`src/rtl/move_input_pkg.sv`:
```
// Shared types and helpers for the move input conditioner.
// Contents: the press-FSM state encoding, the direction codes, a counter-width
// helper, and the conversions between a one-hot press vector, a direction
// code and an active-low move mask.
package move_input_pkg;

    localparam int unsigned NUM_BTN = 4;

    typedef enum logic [1:0] {
        S_INIT,
        S_IDLE,
        S_FIRE,
        S_WAIT_RELEASE
    } state_t;

    typedef enum logic [1:0] {
        DIR_RIGHT = 2'b00,
        DIR_LEFT  = 2'b01,
        DIR_UP    = 2'b10,
        DIR_DOWN  = 2'b11
    } dir_t;

    // Bits needed to hold the values 0..max_val.
    function automatic int unsigned cnt_width(input int unsigned max_val);
        return (max_val < 1) ? 1 : $clog2(max_val + 1);
    endfunction

    // Press vector bit order is {down, up, left, right}, matching dir_t.
    function automatic dir_t dir_encode(input logic [NUM_BTN-1:0] press);
        dir_t d;
        d = DIR_RIGHT;
        if (press[1]) d = DIR_LEFT;
        if (press[2]) d = DIR_UP;
        if (press[3]) d = DIR_DOWN;
        return d;
    endfunction

    // Active-low mask with only the selected direction low.
    function automatic logic [NUM_BTN-1:0] dir_mask_n(input logic [1:0] code);
        logic [NUM_BTN-1:0] m;
        m = '1;
        m[code] = 1'b0;
        return m;
    endfunction

endpackage

```
`src/rtl/button_debouncer.sv`:
```
// Synchroniser plus debounce filter for one active-low push-button.
// Ports:
//   clk       system clock
//   reset     synchronous, active-high reset (all flops to idle/released)
//   btn_n_i   raw asynchronous button level, active-low
//   stable_n  debounced level, registered
module button_debouncer
    import move_input_pkg::*;
#(
    parameter int unsigned SYNC_STAGES     = 2,
    parameter int unsigned DEBOUNCE_CYCLES = 500000
) (
    input  logic clk,
    input  logic reset,
    input  logic btn_n_i,
    output logic stable_n
);

    localparam int unsigned CW = cnt_width(SYNC_STAGES + DEBOUNCE_CYCLES);

    logic [SYNC_STAGES-1:0] sync_q;
    logic                   synced_c;
    logic                   stable_q, stable_d;
    logic [CW-1:0]          cnt_q, cnt_d;

    assign synced_c = sync_q[SYNC_STAGES-1];
    assign stable_n = stable_q;

    // A mismatch must persist DEBOUNCE_CYCLES cycles; any matching cycle restarts it.
    always_comb begin
        stable_d = stable_q;
        cnt_d    = '0;
        if (synced_c != stable_q) begin
            if (cnt_q == CW'(DEBOUNCE_CYCLES - 1)) begin
                stable_d = synced_c;
            end else begin
                cnt_d = cnt_q + CW'(1);
            end
        end
    end

    always_ff @(posedge clk) begin
        if (reset) begin
            sync_q   <= '1;
            stable_q <= 1'b1;
            cnt_q    <= '0;
        end else begin
            sync_q   <= {sync_q[SYNC_STAGES-2:0], btn_n_i};
            stable_q <= stable_d;
            cnt_q    <= cnt_d;
        end
    end

endmodule

```
`src/rtl/move_input_conditioner.sv`:
```
// Turns four raw active-low direction buttons into single active-low move
// pulses for the 2048 game FSM. Chords are rejected, holds never repeat, and
// a button held through reset is not taken as a press.
// Ports:
//   clk, reset                          clock, synchronous active-high reset
//   btn_{right,left,up,down}_n          raw asynchronous buttons, active-low
//   mov_{right,left,up,down}            registered active-low move pulses
//   move_code                           last accepted direction (dir_t coding)
//   busy                                high whenever the FSM is not idle
module move_input_conditioner
    import move_input_pkg::*;
#(
    parameter int unsigned SYNC_STAGES     = 2,
    parameter int unsigned DEBOUNCE_CYCLES = 500000,
    parameter int unsigned PULSE_CYCLES    = 1
) (
    input  logic       clk,
    input  logic       reset,
    input  logic       btn_right_n,
    input  logic       btn_left_n,
    input  logic       btn_up_n,
    input  logic       btn_down_n,
    output logic       mov_right,
    output logic       mov_left,
    output logic       mov_up,
    output logic       mov_down,
    output logic [1:0] move_code,
    output logic       busy
);

    localparam int unsigned IW = cnt_width(SYNC_STAGES + DEBOUNCE_CYCLES);
    localparam int unsigned PW = cnt_width(PULSE_CYCLES);

    logic [NUM_BTN-1:0] btn_n_c;
    logic [NUM_BTN-1:0] stable_n_c;
    logic [NUM_BTN-1:0] press_c;

    state_t             state_q, state_d;
    logic [IW-1:0]      init_cnt_q, init_cnt_d;
    logic [PW-1:0]      pulse_cnt_q, pulse_cnt_d;
    logic [1:0]         move_code_q, move_code_d;
    logic [NUM_BTN-1:0] mov_q, mov_d;
    logic               busy_q, busy_d;

    assign btn_n_c = {btn_down_n, btn_up_n, btn_left_n, btn_right_n};
    assign press_c = ~stable_n_c;

    for (genvar i = 0; i < NUM_BTN; i++) begin : g_btn
        button_debouncer #(
            .SYNC_STAGES    (SYNC_STAGES),
            .DEBOUNCE_CYCLES(DEBOUNCE_CYCLES)
        ) u_deb (
            .clk     (clk),
            .reset   (reset),
            .btn_n_i (btn_n_c[i]),
            .stable_n(stable_n_c[i])
        );
    end

    // State and output registers.
    always_ff @(posedge clk) begin
        if (reset) begin
            state_q     <= S_INIT;
            init_cnt_q  <= '0;
            pulse_cnt_q <= '0;
            move_code_q <= 2'b00;
            mov_q       <= '1;
            busy_q      <= 1'b1;
        end else begin
            state_q     <= state_d;
            init_cnt_q  <= init_cnt_d;
            pulse_cnt_q <= pulse_cnt_d;
            move_code_q <= move_code_d;
            mov_q       <= mov_d;
            busy_q      <= busy_d;
        end
    end

    // Next-state logic. INIT lasts as long as the debounce latency so a button
    // held through reset is already seen as pressed when WAIT_RELEASE starts.
    always_comb begin
        state_d     = state_q;
        init_cnt_d  = init_cnt_q;
        pulse_cnt_d = pulse_cnt_q;
        move_code_d = move_code_q;
        unique case (state_q)
            S_INIT: begin
                if (init_cnt_q == IW'(SYNC_STAGES + DEBOUNCE_CYCLES - 1)) begin
                    init_cnt_d = '0;
                    state_d    = S_WAIT_RELEASE;
                end else begin
                    init_cnt_d = init_cnt_q + IW'(1);
                end
            end
            S_IDLE: begin
                if ($onehot(press_c)) begin
                    move_code_d = dir_encode(press_c);
                    pulse_cnt_d = '0;
                    state_d     = S_FIRE;
                end else if (press_c != '0) begin
                    state_d = S_WAIT_RELEASE;
                end
            end
            S_FIRE: begin
                if (pulse_cnt_q == PW'(PULSE_CYCLES - 1)) begin
                    state_d = S_WAIT_RELEASE;
                end else begin
                    pulse_cnt_d = pulse_cnt_q + PW'(1);
                end
            end
            S_WAIT_RELEASE: begin
                if (&stable_n_c) begin
                    state_d = S_IDLE;
                end
            end
            default: state_d = S_INIT;
        endcase
    end

    // Output decode from the next state so the registered outputs track state_q.
    always_comb begin
        mov_d  = '1;
        busy_d = (state_d != S_IDLE);
        if (state_d == S_FIRE) begin
            mov_d = dir_mask_n(move_code_d);
        end
    end

    assign mov_right = mov_q[0];
    assign mov_left  = mov_q[1];
    assign mov_up    = mov_q[2];
    assign mov_down  = mov_q[3];
    assign move_code = move_code_q;
    assign busy      = busy_q;

endmodule

```
`config.mk`:
```
export PLATFORM = sky130hd
export DESIGN_NAME = move_input_conditioner
export DESIGN_NICKNAME = d
export VERILOG_FILES = /design/src/rtl/move_input_pkg.sv /design/src/rtl/button_debouncer.sv /design/src/rtl/move_input_conditioner.sv
export SDC_FILE = /design/constraint.sdc
export NUM_CORES = 1
export LEC_CHECK = 0
export CAP_MARGIN = 40
export CORE_MARGIN = 2
export CORE_UTILIZATION = 45
export DETAILED_ROUTE_END_ITERATION = 6
export GPL_TIMING_DRIVEN = 1
export HOLD_SLACK_MARGIN = 0.08
export SLEW_MARGIN = 15
export SYNTH_ARGS = -nofsm -noshare
export SYNTH_HDL_FRONTEND = slang
export SYNTH_HIERARCHICAL = 1
export SYNTH_SLANG_ARGS = --single-unit
```
`constraint.sdc`:
```
create_clock -name clk -period 2.1 [get_ports clk]
set_input_delay 0.42 -clock clk [delete_from_list [all_inputs] [get_ports clk]]
set_output_delay 0.42 -clock clk [all_outputs]
set_load 0.05 [all_outputs]
```
==> impl_metrics.tcl <==
set metrics [dict create \
    nNetsFinal 658 \
    rr_startpoint "g_btn[0].u_deb/stable_n" \
    ys.flop_type "dfxtp_1" \
    vias 4286 \
    portBuffers 12 \
    failed_checks "negative setup slack" \
    wirelength_mm 10.42 \
    cts_tree "built" \
    yosysTopAreaCellShare_pct 43.23 \
    critPathLaunchType "flop" \
    grt_max_degree 27 \
    hold_viol_final 0 \
    grt_pass1_vias 4058 \
    cts_buffers 17 \
    clock_path_buffers 2 \
    yosys_warnings 6 \
    vias_per_cell 5.371 \
    cap_violations 0 \
    grt_antenna_before_repair 0 \
    die_w_um 113.3 \
    hpwl_mm 7.087 \
    pre_cts_ws_ps -74.43 \
    synth_top_cell_by_area "dfxtp_1" \
    r2r_slack_ps -10 \
    start_util_pct 46.64 \
    async_flop_share_pct 0 \
    cts-root-buf "clkbuf_16" \
    arrival_ps 2400 \
    synth-seq-cells 116 \
    drive_gt1_share_pct 18.02 \
    worst_pin_slew_ps 700.5 \
    coreArea_mm2 0.01152 \
    stdcell_area_mm2 0.006440 \
    synth-edff-count 0 \
    diodes 0 \
    drtAntennaViolNets 0 \
    cp.required_ps 2390 \
    total_power_mw 4.999 \
    clock_sinks 116 \
    path_clk_slew_ps 50 \
    die_area_mm2 0.01283 \
    dpl-instance-area_mm2 0.005818 \
    rr_worst_depth 7 \
    drv_slew 0 \
    drt_iter0_drc 275 \
    relSlewSlack_pct 53.27 \
    period_share_pct 100.5 \
    rsz0062_at_grt "yes" \
    synth_nets 615 \
    dr.pass1.iters 5 \
    postCtsHoldBufs 0 \
    peakVddDrop_uv 677.7 \
    yosysSeqAreaShare_pct 43.23 \
    gp_congestion 0.8045 \
    avgSynthCellArea_um2 8.967 \
    ios 13 \
    syn_inst 599 \
    synthDistinctLibCells 51 \
    htreeDepth 4 \
    r2r-end "mov_q[3]" \
    cp-end-kind "flop" \
    setup_violations 2 \
    clk_latency_ps 410 \
    status "finished, violations left" \
    worstPathMaxFanout 5 \
    syn_area_mm2 0.005371 \
    layout.cells.non_filler 798 \
    grt_overflow 0 \
    whs_path_depth 1 \
    pwr_density_cell_mw_per_mm2 776.2 \
    setup_ws_ps -10.08 \
    fmax_mhz 473.9 \
    wl_per_cell_um 13.05 \
    placedCellCount 765 \
    leakagePower_nw 2.112 \
    die_h_um 113.3 \
    area_growth_pct 19.89 \
    hold_start "g_btn[0].u_deb/sync_q[0]" \
    synth_area_leaders "dfxtp_1 43%, xnor2_1 6.8%, nor2_1 6.1%, xor2_1 3.9%, nand2_1 3.4%" \
    hold_end "g_btn[0].u_deb/sync_q[1]" \
    grt_pass1_wl_mm 18.48 \
    rows 39 \
    skew_ps 5.370 \
    drc 0 \
    period_minus_slack_ps 2110 \
    hold_class "flop to flop" \
    critPathKind "flop to flop" \
    grt_use_total_pct 17.69 \
]
-- critical path: stages (launching register included) --
cell	delay [ps]
dfxtp_2	330
fa_1	530
inv_1	40
ha_2	170
ha_4	160
nor4b_4	300
nand2_2	140
or3_1	320
-- layout make-up --
class / count / area, um2
Fill cell: 1037 / 5076
Multi-Input combinational cell: 440 / 2930
Sequential cell: 116 / 2326
Clock buffer: 22 / 484.2
Timing Repair Buffer: 36 / 324.1
Tap cell: 143 / 178.9
Inverter: 31 / 116.4
Clock inverter: 10 / 80.08
-- placed cells by master, fill, tap and decap left out, types with 7 or more instances in the layout --
cell type / netlist / routed
a21oi_1: 23 / 23
buf_4: 4 / 20
clkbuf_16: 0 / 17
clkdlybuf4s50_1: 0 / 12
clkinv_2: 0 / 7
dfxtp_1: 116 / 113
ha_1: 9 / 7
inv_1: 31 / 31
nand2_1: 48 / 47
nand3_1: 26 / 25
nand4_1: 21 / 21
nor2_1: 87 / 87
nor3_1: 16 / 14
nor4_1: 18 / 18
o21ai_0: 16 / 16
or2_2: 9 / 9
or3_1: 7 / 7
or4_1: 9 / 8
xnor2_1: 42 / 42
xor2_1: 24 / 24
-- synth_stat cells, types with 5 or more instances --
cell,count
dfxtp_1,116
nor2_1,87
nand2_1,48
xnor2_1,42
inv_1,31
nand3_1,26
xor2_1,24
a21oi_1,23
nand4_1,21
nor4_1,18
nor3_1,16
o21ai_0,16
ha_1,9
or2_2,9
or4_1,9
or3_1,7
nand4_2,6
nor3b_1,6
buf_2,5
nand3b_1,5
o211ai_1,5
-- state kept, by name, summed over array words and instances, names as in the netlist --
name                  count
g_btn.u_deb/cnt_q        76
init_cnt_q               19
g_btn.u_deb/sync_q        8
g_btn.u_deb/stable_n      4
mov_q                     4
move_code                 2
state_q                   2
busy                      1
-- layer usage --
layer	GRT usage [%]	wire length (um)	up-vias	share of wire [%]
met5	0	0	-	0
met4	6.667	79	0	0.76
met3	5.892	310	7	3.0
met2	27.86	4905	48	47
met1	22.58	5121	2032	49
li1	-	-	2199	-
-- power by group --
group,switching (mW),internal [mW]
logic,0.0428,0.0388
registers,0.0111,2.22
clock network,0.955,1.73
total,1.01,3.99
-- timing repair --
action                                 CTS  global route
pin swaps                                1             3
endpoints found under the hold margin    0             0
buffers inserted                         0             1
setup endpoints to repair                6            24
gates resized for setup                  2            10
-- per-stage QoR --
step                TNS (ps)  hold slack (ps)  utilization, %
floorplan             -19.61            389.5               -
global placement      -62.14            391.3           50.52
detailed placement    -292.3            397.6           50.52
CTS                   -17.04            407.8           55.52
global route          -480.8            420.4           55.92
finish                -17.44            410.2           55.92
-- how the worst max path moves through the flow --
stage	startpoint	to	cells past startpoint
finish	g_btn[0].u_deb/stable_n	mov_q[3]	7
global route	g_btn[0].u_deb/stable_n	mov_q[1]	8
CTS	g_btn[0].u_deb/stable_n	move_code[1]	9
detailed placement	g_btn[0].u_deb/stable_n	move_code[1]	9
global placement	g_btn[0].u_deb/stable_n	move_code[1]	9
floorplan	g_btn[0].u_deb/stable_n	mov_q[3]	7
-- logic make-up (layout without fill, tap and decap cells) --
logic type	count (synthesis)	after routing	share of synthesized area, %
DFF	116	116	43.23
adders and majority gates	10	10	2.469
and+or+nand+nor	300	300	32.56
buffers and inverters	43	99	3.401
muxes	2	2	0.3727
xor gates and xnor gates	66	66	10.76
AOI/OAI and AO/OA	62	62	7.198
Note: power is estimated with default switching activity, not from simulation.
